==> src/rtl/skel_pkg.sv <==
// Shared definitions for the Zhang-Suen skeletonization engine: geometry, controller
// states and the 3x3 window layout used by both the controller and the centre mask.
package skel_pkg;
  localparam int N        = 8;
  localparam int NPIX     = N * N;
  localparam int BIT_SIZE = $clog2(NPIX);

  typedef enum logic [2:0] {
    IDLE  = 3'd0,
    LOAD  = 3'd1,
    SCAN1 = 3'd2,
    SCAN2 = 3'd3,
    CHECK = 3'd4,
    DONE  = 3'd5
  } state_t;

  // Window bit positions: P1 is the centre, P2..P9 run clockwise from north.
  localparam int P1 = 0;
  localparam int P2 = 1;
  localparam int P3 = 2;
  localparam int P4 = 3;
  localparam int P5 = 4;
  localparam int P6 = 5;
  localparam int P7 = 6;
  localparam int P8 = 7;
  localparam int P9 = 8;

  // Row/column offset of each window bit relative to P1.
  localparam int NB_DR [9] = '{0, -1, -1, 0, 1, 1, 1, 0, -1};
  localparam int NB_DC [9] = '{0, 0, 1, 1, 1, 0, -1, -1, -1};
endpackage

==> src/rtl/skel_main_controller_if.sv <==
// Host-side bundle of the skeletonization controller: image load stream, read-back
// port, status flags and a debug view of the controller state.
interface skel_main_controller_if;
  import skel_pkg::*;

  // we is a level-qualified stream with no ready: the controller always accepts, taking
  // one pixel per two-clock slot (second clock). rd_addr/rd_pixel is a combinational read.
  logic                we;
  logic [7:0]          data_in;
  logic [BIT_SIZE-1:0] rd_addr;
  logic                rd_pixel;
  logic                busy;
  logic                done;
  logic [7:0]          iter_cnt;
  state_t              dbg_state;

  modport master (
    output we, data_in, rd_addr,
    input  rd_pixel, busy, done, iter_cnt, dbg_state
  );

  modport slave (
    input  we, data_in, rd_addr,
    output rd_pixel, busy, done, iter_cnt, dbg_state
  );
endinterface

==> src/rtl/skel_center_mask.sv <==
// Zhang-Suen deletion test for one 3x3 window: neighbour count B, 0->1 transition
// count A and the subiteration-specific product terms.
module skel_center_mask
  import skel_pkg::*;
(
  input  logic [8:0] win,
  input  logic       sub2,
  output logic       del
);
  logic [7:0] ring;
  logic [3:0] b_cnt;
  logic [3:0] a_cnt;
  logic       blocked;

  always_comb begin
    ring  = win[P9:P2];
    b_cnt = '0;
    a_cnt = '0;
    for (int k = 0; k < 8; k++) begin
      b_cnt = b_cnt + 4'(ring[k]);
      if (!ring[k] && ring[(k + 1) % 8]) a_cnt = a_cnt + 4'd1;
    end
  end

  assign blocked = sub2 ? ((win[P2] & win[P4] & win[P8]) | (win[P2] & win[P6] & win[P8]))
                        : ((win[P2] & win[P4] & win[P6]) | (win[P4] & win[P6] & win[P8]));

  assign del = win[P1] && (b_cnt >= 4'd2) && (b_cnt <= 4'd6) && (a_cnt == 4'd1) && !blocked;
endmodule

==> src/rtl/skel_main_controller.sv <==
// Skeletonization controller: loads an NxN binary image, then runs Zhang-Suen passes
// over ping-pong image buffers until a whole pass deletes nothing.
module skel_main_controller
  import skel_pkg::*;
(
  input  logic                 clk,
  input  logic                 rst_n,
  skel_main_controller_if.slave bus
);
  localparam logic [BIT_SIZE:0] ADDR_END = (BIT_SIZE + 1)'(NPIX);

  state_t              state_q, state_d;
  logic [NPIX-1:0]     img0_q, img0_d, img1_q, img1_d;
  logic [NPIX-1:0]     cur_img;
  logic                buf_sel_q, buf_sel_d;
  logic                phase_q, phase_d;
  logic                chg_q, chg_d;
  logic [BIT_SIZE:0]   addr_q, addr_d;
  logic [7:0]          iter_q, iter_d;
  logic [BIT_SIZE-1:0] pix_addr;
  logic [8:0]          win;
  logic                del;

  assign cur_img  = buf_sel_q ? img1_q : img0_q;
  assign pix_addr = addr_q[BIT_SIZE-1:0];

  // Zero padding comes from the bounds check, not from stored border pixels.
  always_comb begin
    int nr;
    int nc;
    win = '0;
    nr  = 0;
    nc  = 0;
    for (int k = 0; k < 9; k++) begin
      nr = int'(pix_addr) / N + NB_DR[k];
      nc = int'(pix_addr) % N + NB_DC[k];
      if (nr >= 0 && nr < N && nc >= 0 && nc < N) win[k] = cur_img[BIT_SIZE'(nr * N + nc)];
    end
  end

  skel_center_mask u_mask (
    .win  (win),
    .sub2 (state_q == SCAN2),
    .del  (del)
  );

  always_comb begin
    state_d   = state_q;
    img0_d    = img0_q;
    img1_d    = img1_q;
    buf_sel_d = buf_sel_q;
    phase_d   = phase_q;
    chg_d     = chg_q;
    addr_d    = addr_q;
    iter_d    = iter_q;
    case (state_q)
      IDLE, DONE: begin
        if (bus.we) begin
          state_d = LOAD;
          img0_d  = '0;
          img1_d  = '0;
          addr_d  = '0;
          phase_d = 1'b0;
          iter_d  = '0;
        end
      end
      LOAD: begin
        if (!bus.we) begin
          state_d = SCAN1;
          addr_d  = '0;
          phase_d = 1'b0;
          chg_d   = 1'b0;
        end else begin
          phase_d = ~phase_q;
          // Once the address reaches N*N it stays there, so surplus slots are dropped.
          if (phase_q && addr_q < ADDR_END) begin
            if (buf_sel_q) img1_d[pix_addr] = |bus.data_in;
            else           img0_d[pix_addr] = |bus.data_in;
            addr_d = addr_q + 1'b1;
          end
        end
      end
      SCAN1, SCAN2: begin
        if (addr_q == ADDR_END) begin
          buf_sel_d = ~buf_sel_q;
          addr_d    = '0;
          state_d   = (state_q == SCAN1) ? SCAN2 : CHECK;
        end else begin
          if (buf_sel_q) img0_d[pix_addr] = win[P1] & ~del;
          else           img1_d[pix_addr] = win[P1] & ~del;
          chg_d  = chg_q | del;
          addr_d = addr_q + 1'b1;
        end
      end
      CHECK: begin
        if (iter_q != 8'hFF) iter_d = iter_q + 8'd1;
        if (chg_q) begin
          state_d = SCAN1;
          addr_d  = '0;
          chg_d   = 1'b0;
        end else begin
          state_d = DONE;
        end
      end
      default: state_d = IDLE;
    endcase
  end

  always_ff @(posedge clk or negedge rst_n) begin
    if (!rst_n) begin
      state_q   <= IDLE;
      img0_q    <= '0;
      img1_q    <= '0;
      buf_sel_q <= 1'b0;
      phase_q   <= 1'b0;
      chg_q     <= 1'b0;
      addr_q    <= '0;
      iter_q    <= '0;
    end else begin
      state_q   <= state_d;
      img0_q    <= img0_d;
      img1_q    <= img1_d;
      buf_sel_q <= buf_sel_d;
      phase_q   <= phase_d;
      chg_q     <= chg_d;
      addr_q    <= addr_d;
      iter_q    <= iter_d;
    end
  end

  assign bus.rd_pixel  = cur_img[bus.rd_addr];
  assign bus.busy      = (state_q == LOAD) || (state_q == SCAN1) || (state_q == SCAN2) ||
                         (state_q == CHECK);
  assign bus.done      = (state_q == DONE);
  assign bus.iter_cnt  = iter_q;
  assign bus.dbg_state = state_q;
endmodule

==> src/flat_wrapper.sv <==
// flat-port wrapper written by rule: the top's interface ports become plain ports
module skel_main_controller_flat import skel_pkg::*;
  (clk, rst_n, bus_we, bus_data_in, bus_rd_addr, bus_rd_pixel, bus_busy, bus_done, bus_iter_cnt, bus_dbg_state);
  skel_main_controller_if bus_i ();
  input  logic clk;
  input  logic rst_n;
  input wire logic [$bits(bus_i.we)-1:0] bus_we;
  input wire logic [$bits(bus_i.data_in)-1:0] bus_data_in;
  input wire logic [$bits(bus_i.rd_addr)-1:0] bus_rd_addr;
  output wire logic [$bits(bus_i.rd_pixel)-1:0] bus_rd_pixel;
  output wire logic [$bits(bus_i.busy)-1:0] bus_busy;
  output wire logic [$bits(bus_i.done)-1:0] bus_done;
  output wire logic [$bits(bus_i.iter_cnt)-1:0] bus_iter_cnt;
  output wire logic [$bits(bus_i.dbg_state)-1:0] bus_dbg_state;
  assign bus_i.we = bus_we;
  assign bus_i.data_in = bus_data_in;
  assign bus_i.rd_addr = bus_rd_addr;
  assign bus_rd_pixel = bus_i.rd_pixel;
  assign bus_busy = bus_i.busy;
  assign bus_done = bus_i.done;
  assign bus_iter_cnt = bus_i.iter_cnt;
  assign bus_dbg_state = bus_i.dbg_state;
  skel_main_controller u_core (.clk(clk), .rst_n(rst_n), .bus(bus_i));
endmodule
==> config.mk <==
export PLATFORM = sky130hd
export DESIGN_NAME = skel_main_controller_flat
export DESIGN_NICKNAME = d
export VERILOG_FILES = /design/src/rtl/skel_pkg.sv /design/src/rtl/skel_main_controller_if.sv /design/src/rtl/skel_center_mask.sv /design/src/rtl/skel_main_controller.sv /design/src/flat_wrapper.sv
export SDC_FILE = /design/constraint.sdc
export NUM_CORES = 1
export LEC_CHECK = 0
export ABC_CLOCK_PERIOD_IN_PS = 8700
export CAP_MARGIN = 40
export CORE_ASPECT_RATIO = 1.5
export CORE_MARGIN = 1
export CORE_UTILIZATION = 36
export DETAILED_ROUTE_END_ITERATION = 10
export PLACE_DENSITY = 0.54
export SYNTH_ARGS = -nofsm -noshare
export SYNTH_HDL_FRONTEND = slang
export SYNTH_SLANG_ARGS = --single-unit
==> constraint.sdc <==
create_clock -name clk -period 8.7 [get_ports clk]
set_input_delay 0.87 -clock clk [delete_from_list [all_inputs] [get_ports clk]]
set_output_delay 0.87 -clock clk [all_outputs]
set_load 0.02 [all_outputs]
Yosys cells after proc, flatten, opt, wreduce, memory -nomap -nowiden
Cells that the tools add are included.
{"block": "word_totals", "reg_bits": 149, "latch_bits": 0, "mem_bits_rw": 0, "romBits": 0, "input_bits": 17, "out_inout_bits": 14, "word_cells": 251, "memories": 0}
{"block": "classes", "add_sub_neg": 29, "n_mul": 0, "div_mod_pow": 0, "order_cmp": 27, "n_eq_ne": 21, "shifts": 0, "muxes": 88, "bitwise": 14, "n_reduce_logical": 64}
{"op": "64-bit two-way mux", "n": 12}
{"op": "64-bit case mux with 3 select lines", "n": 2}
{"op": "64-bit bitwise mux", "n": 4}
{"op": "6-bit by 8-bit < comparator with 1-bit output, second input constant", "n": 9}
{"op": "1-bit binary-select mux with 6-bit select", "n": 10}
{"op": "1-bit logical AND", "n": 35}
{"op": "1-bit two-way mux", "n": 35}
{"op": "7-bit two-way mux", "n": 5}
{"op": "32-bit by 1-bit >= comparator with 1-bit output, second input constant", "n": 1}
{"op": "32-bit by 5-bit < comparator with 1-bit output, second input constant", "n": 1}
{"op": "4-bit by 1-bit adder with 4-bit output, second input constant", "n": 7}
{"op": "4-bit two-way mux", "n": 7}
{"op": "7-bit case mux with 4 select lines", "n": 1}
{"op": "6-bit by 5-bit adder with 6-bit output", "n": 3}
{"op": "6-bit adder", "n": 3}
{"op": "4-bit by 1-bit adder with 4-bit output", "n": 4}
{"op": "8-bit two-way mux", "n": 2}
{"op": "8-bit case mux with 2 select lines", "n": 1}
{"op": "3-bit two-way mux", "n": 5}
{"op": "6-bit by 7-bit < comparator with 1-bit output, second input constant", "n": 2}
{"op": "7-bit AND reduction", "n": 2}
{"op": "6-bit by 4-bit adder with 6-bit output", "n": 2}
{"op": "2-bit by 1-bit != test with 1-bit output, second input constant", "n": 6}
{"op": "2-bit != test, second input constant", "n": 6}
{"op": "other kinds (43)", "n": 78}

Logic depth before layout (Yosys ltp)
Gate-level depths: netlist of the first run.
{"block": "logic_depth", "depth_word": 32, "mapped_depth": 42, "mapped_depth_nobuf": 37}

Modules after synthesis
From an unflattened synthesis of the first run, not the netlist that was laid out.
{"block": "unflattened", "cells_unflattened": 1523, "area_unflattened_um2": 13103.8}
{"module": "skel_main_controller", "n_inst": 1, "cells_per_inst": 1413, "area_per_inst_um2": 12316.8, "seq_area_each_um2": 3728.6}
{"module": "skel_center_mask", "n_inst": 1, "cells_per_inst": 110, "area_per_inst_um2": 787.0, "seq_area_each_um2": 0.0}

Worst setup path before layout of the first run
No wires, ideal clock.
{"block": "synth_path", "kind": "reg2reg", "start": "register u_core.addr_q[0]", "end": "register u_core.img0_q[0]", "setup_ns": 0.093, "t_arrival_ns": 7.970, "required_time_ns": 8.607, "setup_slack_ns": 0.637, "stages_incl_launch_ff": 40, "path_buffers": 7, "synth_period_minus_slack_ns": 8.063, "cell_sequence": "dfrtp_1 buf_2 buf_6 buf_2 buf_2 nand3_1 clkbuf_1 nor2_1 ha_1 xnor2_1 mux2_2 mux4_2 o211ai_1 nor2_1 ha_1 inv_1 ha_1 inv_1 [... 4 more ...] ha_1 inv_1 o21ai_0 ha_1 nand3_1 o21a_1 o21ai_0 ha_1 mux2_2 ha_1 nand4_1 xnor3_1 o2111a_1 a21o_1 a21o_1 buf_2 buf_6 o31ai_2"}
{"block": "synth_via", "elab_chain_len": 31, "word_cells_on_any_way": 148, "classes_between": "25 x add/sub; 11 x order compare; 4 x eq/ne; 55 x mux; 11 x bitwise; 42 x reduce/logical"}
{"element": "start, declared", "line": "skel_main_controller.sv:18", "rtl": "logic [BIT_SIZE:0] addr_q, addr_d;"}
{"element": "start signal, assigned", "line": "skel_main_controller.sv:126", "rtl": "addr_q <= addr_d;"}
{"element": "3-bit by 1-bit adder with 4-bit output or 6-bit by 4-bit adder with 6-bit output (tied branches)", "line": "skel_main_controller.sv:36, skel_main_controller.sv:37"}
{"element": "6-bit adder or 1-bit binary-select mux with 6-bit select (tied branches)", "line": "skel_main_controller.sv:37", "rtl": "if (nr >= 0 && nr < N && nc >= 0 && nc < N) win[k] = cur_img[BIT_SIZE'(nr * N + nc)];"}
{"element": "1-bit binary-select mux with 6-bit select or 1-bit two-way mux (tied branches)", "line": "skel_main_controller.sv:37"}
{"element": "1-bit two-way mux (not written as such) (2 in series)", "line": "skel_main_controller.sv:37"}
{"element": "1-bit two-way mux or 1-bit logical NOT (tied branches)", "line": "skel_main_controller.sv:37, skel_center_mask.sv:21"}
{"element": "1-bit logical AND", "line": "skel_center_mask.sv:21", "rtl": "if (!ring[k] && ring[(k + 1) % 8]) a_cnt = a_cnt + 4'd1;"}
{"element": "1-bit two-way mux", "line": "skel_center_mask.sv:21"}
{"element": "4-bit by 1-bit adder with 4-bit output", "line": "skel_center_mask.sv:21"}
{"element": "[... 13 more ...]"}
{"element": "4-bit by 1-bit equality test with 1-bit output", "line": "skel_center_mask.sv:28", "rtl": "assign del = win[P1] && (b_cnt >= 4'd2) && (b_cnt <= 4'd6) && (a_cnt == 4'd1) && !blocked;"}
{"element": "1-bit logical AND (2 in series)", "line": "skel_center_mask.sv:28"}
{"element": "1-bit NOT", "line": "skel_main_controller.sv:89", "rtl": "if (buf_sel_q) img0_d[pix_addr] = win[P1] & ~del;"}
{"element": "1-bit bitwise AND", "line": "skel_main_controller.sv:89"}
{"element": "64-bit bitwise mux", "line": "skel_main_controller.sv:89"}
{"element": "64-bit two-way mux", "line": "skel_main_controller.sv:89"}
{"element": "64-bit two-way mux", "line": "skel_main_controller.sv:84", "rtl": "if (addr_q == ADDR_END) begin"}
{"element": "64-bit case mux with 3 select lines", "line": "skel_main_controller.sv:56", "rtl": "case (state_q)"}
{"element": "end signal, assigned", "line": "skel_main_controller.sv:121", "rtl": "img0_q <= img0_d;"}
{"element": "end, declared", "line": "skel_main_controller.sv:13", "rtl": "logic [NPIX-1:0] img0_q, img0_d, img1_q, img1_d;"}
Several ways; a longest one is shown, not always the timed one. The select of a mux whose other input is x is not followed.
A chain may end at the register's enable or synchronous reset.

Final worst setup path of the first run
{"block": "layout_path", "start": "register u_core.buf_sel_q", "end": "register u_core.img0_q[15]"}
{"block": "layout_via", "elab_chain_len": 31, "word_cells_on_any_way": 102, "classes_between": "14 x add/sub; 2 x order compare; 3 x eq/ne; 50 x mux; 11 x bitwise; 22 x reduce/logical"}
{"element": "start, declared", "line": "skel_main_controller.sv:15", "rtl": "logic buf_sel_q, buf_sel_d;"}
{"element": "start signal, assigned", "line": "skel_main_controller.sv:123", "rtl": "buf_sel_q <= buf_sel_d;"}
{"element": "64-bit two-way mux", "line": "skel_main_controller.sv:24", "rtl": "assign cur_img = buf_sel_q ? img1_q : img0_q;"}
{"element": "1-bit binary-select mux with 6-bit select", "line": "skel_main_controller.sv:37"}
{"element": "1-bit two-way mux (not written as such) (2 in series)", "line": "skel_main_controller.sv:37"}
{"element": "1-bit two-way mux", "line": "skel_main_controller.sv:37"}
{"element": "1-bit logical NOT", "line": "skel_center_mask.sv:21"}
{"element": "1-bit logical AND", "line": "skel_center_mask.sv:21"}
{"element": "1-bit two-way mux", "line": "skel_center_mask.sv:21"}
{"element": "4-bit by 1-bit adder with 4-bit output", "line": "skel_center_mask.sv:21"}
{"element": "[... 13 more ...]"}
{"element": "4-bit by 1-bit equality test with 1-bit output", "line": "skel_center_mask.sv:28"}
{"element": "1-bit logical AND (2 in series)", "line": "skel_center_mask.sv:28"}
{"element": "1-bit NOT", "line": "skel_main_controller.sv:89"}
{"element": "1-bit bitwise AND", "line": "skel_main_controller.sv:89"}
{"element": "64-bit bitwise mux", "line": "skel_main_controller.sv:89"}
{"element": "64-bit two-way mux", "line": "skel_main_controller.sv:89"}
{"element": "64-bit two-way mux", "line": "skel_main_controller.sv:84"}
{"element": "64-bit case mux with 3 select lines", "line": "skel_main_controller.sv:56"}
Several ways; a longest one is shown, not always the timed one. The select of a mux whose other input is x is not followed.

==> results of run 1 <==
## state kept, by name, summed over array words and instances (netlist names)
name and flops:
u_core.phase_q 1, u_core.img1_q 64, u_core.bus.iter_cnt 8, u_core.addr_q 7, u_core.buf_sel_q 1, u_core.chg_q 1
u_core.img0_q 64, u_core.bus.dbg_state 3
## power by group
group	leakage (nW)	switching [W]	internal, W
clock	0.291	0.000344	0.000453
combinational	3.50	0.00269	0.00165
sequential	1.99	0.000200	0.000830
## layout by cell type (no fill, tap or decap), types with 17 or more instances in the layout
cell	synthesis	routed
sky130_fd_sc_hd__nor2_1	162	160
sky130_fd_sc_hd__clkdlybuf4s50_1	0	28
sky130_fd_sc_hd__o21ai_1	40	40
sky130_fd_sc_hd__mux4_2	58	58
sky130_fd_sc_hd__a21oi_1	104	103
sky130_fd_sc_hd__nand4_1	17	17
sky130_fd_sc_hd__mux2i_1	119	119
sky130_fd_sc_hd__o22ai_1	49	49
sky130_fd_sc_hd__nand2_1	108	108
sky130_fd_sc_hd__o31ai_2	20	20
sky130_fd_sc_hd__a21o_1	25	24
sky130_fd_sc_hd__ha_1	24	23
sky130_fd_sc_hd__clkbuf_16	0	17
sky130_fd_sc_hd__o21ai_0	137	137
sky130_fd_sc_hd__xnor2_1	17	17
sky130_fd_sc_hd__buf_4	5	57
sky130_fd_sc_hd__dfrtp_1	149	146
sky130_fd_sc_hd__mux2_2	38	38
sky130_fd_sc_hd__nor3_1	64	60
sky130_fd_sc_hd__nand3_1	20	19
sky130_fd_sc_hd__inv_1	35	35
## layer usage
metal / vias to the layer above / GRT usage
li1: 5598 / -
met1: 6242 / 0.334
met2: 557 / 0.452
met3: 181 / 0.0411
met4: 0 / 0.204
met5: - / 0
## cells by family (layout without fill, tap and decap cells)
group,after synthesis,after routing,share of synthesized area
multiplexers,216,216,0.225
XOR/XNOR,28,28,0.0209
buffers and inverters,160,175,0.0529
AND/OR/NAND/NOR,455,455,0.162
AO/OA/AOI/OAI,464,464,0.219
flip-flops,149,149,0.286
adder cells (fa/ha/maj),31,31,0.0337
## worst max-delay path: cells and delay by family, from the launching register on
kind            cells  cell delay, ns
simple gates        6            1.36
flops               1            0.60
xor+xnor            2            0.51
compound gates      9            1.68
buf+inv             5            0.70
fa+ha+maj           7            1.76
mux                 4            1.43
## stage by stage
stage,util,total power (W),instances,hold slack (ns)
after global placement,0.392,0.00524,1956,0.489
final,0.413,0.00617,1996,0.319
after CTS,0.411,0.00611,1995,0.321
after detailed placement,0.395,0.00530,1963,0.496
after floorplan,-,0.00397,1503,0.458
after global routing,0.413,0.00662,1996,0.346
## worst min-delay path by stage
| stage | cells past startpoint | slack, ns | end |
|---|---|---|---|
| global route | 1 | 0.35 | u_core.bus.dbg_state[0] |
| floorplan | 1 | 0.46 | u_core.phase_q |
| finish | 1 | 0.32 | u_core.bus.dbg_state[0] |
| detailed placement | 1 | 0.50 | u_core.phase_q |
| global placement | 1 | 0.49 | u_core.phase_q |
| CTS | 1 | 0.32 | u_core.bus.dbg_state[0] |
## final cells by class
class | count | area, um2 | area share
multi-input combinational | 1194 | 8720 | 0.589
sequential | 149 | 3740 | 0.252
timing repair buffer | 103 | 998 | 0.0674
tap | 478 | 598 | 0.0404
clock buffer | 17 | 425 | 0.0287
clock inverter | 15 | 179 | 0.0121
inverter | 40 | 150 | 0.0101
## repair_timing
item	CTS	global route
gates resized for setup	0	12
setup endpoints to repair	0	65
setup buffers	0	1
==> results_dict.tcl, run 1 <==
set metrics [dict create \
    status "finished clean" \
    cts-htree-levels 4 \
    regToRegSetupSlack_ns 0.46 \
    ys_ff_latch 149 \
    worstRegToRegCells 33 \
    synthArstFlopShare 1.00 \
    post_route_cells_drive_above_1_share 0.166 \
    worst_clock_skew_ns 0.0122 \
    ranking_of_synthesized_cells_by_instance_count "162 x sky130_fd_sc_hd__nor2_1, 149 x sky130_fd_sc_hd__dfrtp_1, 137 x sky130_fd_sc_hd__o21ai_0" \
    yosysTopAreaCell "sky130_fd_sc_hd__dfrtp_1" \
    hpwl_mm 35.3 \
    critical-path-top-cell-by-count "sky130_fd_sc_hd__ha_1" \
    initial_core_util 0.364 \
    route.detailed.vias_per_inst 6.30 \
    synth_ff_type "sky130_fd_sc_hd__dfrtp_1" \
    clk_pin_slew_ns 0.07 \
    synth_area_leaders "sky130_fd_sc_hd__dfrtp_1 29%, sky130_fd_sc_hd__mux4_2 10%, sky130_fd_sc_hd__mux2i_1 9.1%, sky130_fd_sc_hd__o21ai_0 5.3%, sky130_fd_sc_hd__nor2_1 4.7%" \
    synthesis.yosys.warnings 0 \
    worstPathRequired_ns 9.05 \
    cts_buffers 17 \
    synth.avg_cell_area_um2 8.68 \
    critical_path.endpoint "u_core.img0_q[15]" \
    placement.io_buffers 30 \
    timing.critical_path.slowest_stage_cell "sky130_fd_sc_hd__dfrtp_4" \
    startpoint_type "flip-flop" \
    most_repeated_cell_in_the_gate_level_netlist_after_synthesis "sky130_fd_sc_hd__nor2_1" \
    power.ir.vdd_worst_mv 0.250 \
    syn-num-nets 1551 \
    detail_route.wl_per_cell_um 25.3 \
    grt_pass1_vias 12400 \
    yosys.area.top_type_share 0.286 \
    final_period_minus_worst_setup_slack_ns 8.24 \
    route.antenna.remaining_nets 0 \
    routed-wl-met3_mm 2.90 \
    critical_path.endpoint_type "flip-flop" \
    area_of_the_die_mm2 0.0370 \
    maxClockFrequency_ghz 0.121 \
    num_antenna_cells 0 \
    netlist-cell-type-count 71 \
    grt_antenna_before_repair 0 \
    syn-cell-area_mm2 0.0131 \
    grt_first_pass_wirelength_mm 76.9 \
    tritoncts "done" \
    cts_hold_buffers 0 \
    synth-edff-count 0 \
    die_h_um 235 \
    worst_setup_path_startpoint "u_core.buf_sel_q" \
    setup_viol 0 \
    via_count 12600 \
    areaGrowthSynthToFinish_pct 13.5 \
    globalRouteTotalUtil 0.279 \
    finalWeightedCongestion 0.978 \
    power_per_cell_area_mw_per_mm2 417 \
    core_region_area_mm2 0.0358 \
    initialDrtViolationCount 996 \
    total_leakage_power_nw 5.79 \
    final.fill_count 3572 \
    number_of_max_slew_violations_in_the_final_report 0 \
    cts-root-buf "sky130_fd_sc_hd__clkbuf_16" \
    worst-path-max-fanout 43 \
    highest_layer "met4" \
    tightestPinTransition_ns 0.943 \
    min_path_type "in2async" \
    gr-total-overflow 0 \
    min_period_over_period 0.948 \
    criticalPathCategory "reg2reg" \
    num-nets-final 1553 \
    top_level_ports 31 \
    rsz_0062_raised_after_global_routing "false" \
    post-route-cell-area_mm2 0.0148 \
    drc 0 \
    route.met2.wl_mm 24.3 \
    drv.max_cap_violation_count 0 \
    cts.sinks 149 \
    setup-tns-final_ns 0 \
    postRouteWirelength_mm 50.5 \
    timing.final.hold_violations 0 \
    slew_headroom 0.368 \
    maximum_number_of_pins_on_one_net_before_global_route_repair 68 \
    worstPathArrival_ns 8.60 \
    max_stage_delay_ns 0.60 \
    std_cell_rows 85 \
    drt-met1-wl_mm 19.4 \
    worst_skew_pair_latency_ns 0.46 \
    cell_count_after_synthesis 1503 \
    dpl_worst_slack_ns 0.398 \
    synth_sequential_area_ratio 0.286 \
    r2r_start "u_core.buf_sel_q" \
    regToRegEndpoint "u_core.img0_q[15]" \
    detail_route.first_pass.iterations 5 \
    final.setup.worst_slack_ns 0.456 \
    placed_cell_area_mm2 0.0141 \
    cts_buffer_depth 2 \
    die_x_um 157 \
]
(Power assumes the default switching activity.)
==> run 2, diff against run 1 <==
SYNTH_HIERARCHICAL = 1   (was unset)
==> run 2 against run 1 <==
Net effect:
- sequential cell count unchanged
- worst hold slack improved by 0.12 ns
- clock-buffer cell count increased by 7
- global-route usage decreased by 0.16 points
- critical path depth increased by 2
- critical endpoint is now u_core/img1_q[62]
- wire length increased by 0.70%
- fmax increased by 2.3%
- non-clock buffer count decreased by 8
- first-iteration DRC count increased by 49%
==> results_dict.tcl, run 2 <==
set metrics [dict create \
    route.detailed.vias_per_inst 6.75 \
    globalRouteTotalUtil 0.278 \
    rsz_0062_raised_after_global_routing "false" \
    cts-root-buf "sky130_fd_sc_hd__clkbuf_16" \
    layout.cells.most_common "sky130_fd_sc_hd__a21oi_1" \
    cts.sinks 149 \
    critical-path-top-cell-by-count "sky130_fd_sc_hd__ha_1" \
    hpwl_mm 32.9 \
    route.antenna.remaining_nets 0 \
    cts_hold_buffers 0 \
    min_path_type "in2async" \
    die_h_um 236 \
    std_cell_rows 85 \
    post_route_hold_slack_ns 0.439 \
    yosys.area.top_type_share 0.285 \
    status "finished clean" \
    area_of_the_die_mm2 0.0372 \
    syn-num-nets 1571 \
    grt_pass1_vias 13100 \
    yosysTopAreaCell "sky130_fd_sc_hd__dfrtp_1" \
    slew_headroom 0.363 \
    num-nets-final 1531 \
    final_cell_mix "205 x sky130_fd_sc_hd__a21oi_1, 169 x sky130_fd_sc_hd__nand2_1, 162 x sky130_fd_sc_hd__o22ai_1" \
    clk_pin_slew_ns 0.06 \
    core_region_area_mm2 0.0358 \
    synthesis.yosys.warnings 6 \
    initial_core_util 0.366 \
    most_repeated_cell_in_the_gate_level_netlist_after_synthesis "sky130_fd_sc_hd__a21oi_1" \
    finalWeightedCongestion 0.906 \
    grt_first_pass_wirelength_mm 77.6 \
    setup_viol 0 \
    netlist-cell-type-count 72 \
    setup-tns-final_ns 0 \
    grt_antenna_before_repair 0 \
    tightestPinTransition_ns 0.956 \
    placement.io_buffers 30 \
    worstPathArrival_ns 8.35 \
    number_of_max_slew_violations_in_the_final_report 0 \
    drc 0 \
    post-route-cell-area_mm2 0.0146 \
    cts_buffer_depth 2 \
    num_antenna_cells 0 \
    maximum_number_of_pins_on_one_net_before_global_route_repair 84 \
    gr-total-overflow 0 \
    cell_count_after_synthesis 1523 \
    synth-edff-count 0 \
    initialDrtViolationCount 1481 \
    postRouteWirelength_mm 50.8 \
    synth_ff_type "sky130_fd_sc_hd__dfrtp_1" \
    synth.avg_cell_area_um2 8.60 \
    drv.max_cap_violation_count 0 \
    syn-cell-area_mm2 0.0131 \
    ranking_of_synthesized_cells_by_instance_count "205 x sky130_fd_sc_hd__a21oi_1, 171 x sky130_fd_sc_hd__nand2_1, 162 x sky130_fd_sc_hd__o22ai_1" \
    worstPathBufferInverterCount 3 \
    finish.utilization 0.406 \
    r2r_start "u_core/addr_q[0]" \
    worst_clock_skew_ns 0.00964 \
    worst-path-max-fanout 36 \
    maxClockFrequency_ghz 0.124 \
    criticalPathCategory "reg2reg" \
    timing.final.hold_violations 0 \
    via_count 13300 \
    final_period_minus_worst_setup_slack_ns 8.06 \
    synth_area_leaders "sky130_fd_sc_hd__dfrtp_1 28%, sky130_fd_sc_hd__mux4_2 11%, sky130_fd_sc_hd__a21oi_1 7.8%, sky130_fd_sc_hd__o22ai_1 7.7%, sky130_fd_sc_hd__mux2i_1 6.8%" \
    synth_sequential_area_ratio 0.285 \
    cts_buffers 17 \
    min_period_over_period 0.926 \
    cts-htree-levels 4 \
    tritoncts "done" \
    detail_route.wl_per_cell_um 25.8 \
    detail_route.first_pass.iterations 8 \
    regToRegSetupSlack_ns 0.64 \
    synthArstFlopShare 1.00 \
    worstRegToRegCells 35 \
    placed_cell_area_mm2 0.0140 \
    critical_path.endpoint_type "flip-flop" \
    die_x_um 158 \
    top_level_ports 31 \
    post_route_cells_drive_above_1_share 0.132 \
    areaGrowthSynthToFinish_pct 11.2 \
    worst_skew_pair_latency_ns 0.46 \
    max_stage_delay_ns 0.65 \
    worstPathRequired_ns 8.99 \
    timing.critical_path.max_delay_family "compound AO/OA/AOI/OAI gates" \
    ys_ff_latch 149 \
    regToRegEndpoint "u_core/img1_q[62]" \
    timing.critical_path.slowest_stage_cell "sky130_fd_sc_hd__dfrtp_2" \
    startpoint_type "flip-flop" \
]
## run 2: worst register-to-register path: cells and delay by family (launching register included)
family	cells	cell delay (ns)
AO/OA/AOI/OAI	12	2.56
XOR/XNOR	2	0.61
adder cells (fa/ha/maj)	6	1.73
buffers and inverters	3	0.61
flip-flops	1	0.65
multiplexers	1	0.27
AND/OR/NAND/NOR	11	1.44
## run 2: worst max-delay path by stage
stage,start,to,slack [ns],depth (start not counted)
4_1_cts,u_core/addr_q[4],u_core/img1_q[59],0.62,36
2_1_floorplan,u_core/addr_q[0],u_core/img1_q[62],0.78,41
3_3_place_gp,u_core/addr_q[4],u_core/img1_q[24],0.79,37
6_report,u_core/addr_q[0],u_core/img1_q[62],0.64,35
5_1_grt,u_core/addr_q[0],u_core/img1_q[17],0.02,36
3_5_place_dp,u_core/addr_q[4],u_core/img1_q[13],0.65,36
## run 2: kinds of logic after synthesis
family                     synth area share
xor gates and xnor gates             0.0154
and+or+nand+nor                       0.140
buffers and inverters                0.0686
adders and majority gates            0.0336
AOI/OAI and AO/OA                     0.273
DFF                                   0.285
muxes                                 0.186
## run 2: layout make-up
cell class	instances	area [um2]
fillers	3569	21300
inverters	39	150
well taps	478	598
clock inverters	7	120
multi-input cells	1181	8560
flip-flops and latches	149	3740
repair buffers	95	912
clock buffers	24	492
## run 2: metal layers
metal | vias up | track usage | wire length (um)
li1 | 5817 | - | -
met1 | 6588 | 0.322 | 18700
met2 | 741 | 0.452 | 24700
met3 | 181 | 0.0617 | 4450
met4 | 0 | 0.186 | 3000
met5 | - | 0 | 0
## run 2: timing repair
item                       4_1_cts  5_1_grt
setup endpoints to repair        0       97
gates resized for setup          0        3
buffers inserted                 0        0
## run 2: metrics by stage
stage	std cells	setup slack (ns)
floorplan	1523	0.780
global placement	1939	0.788
detailed placement	1942	0.647
CTS	1973	0.621
global route	1973	0.0193
finish	1973	0.643
Power of run 2 is left out: the tool's default activity adds up to more than one toggle a clock period on the data nets, which glitch-free logic cannot reach.
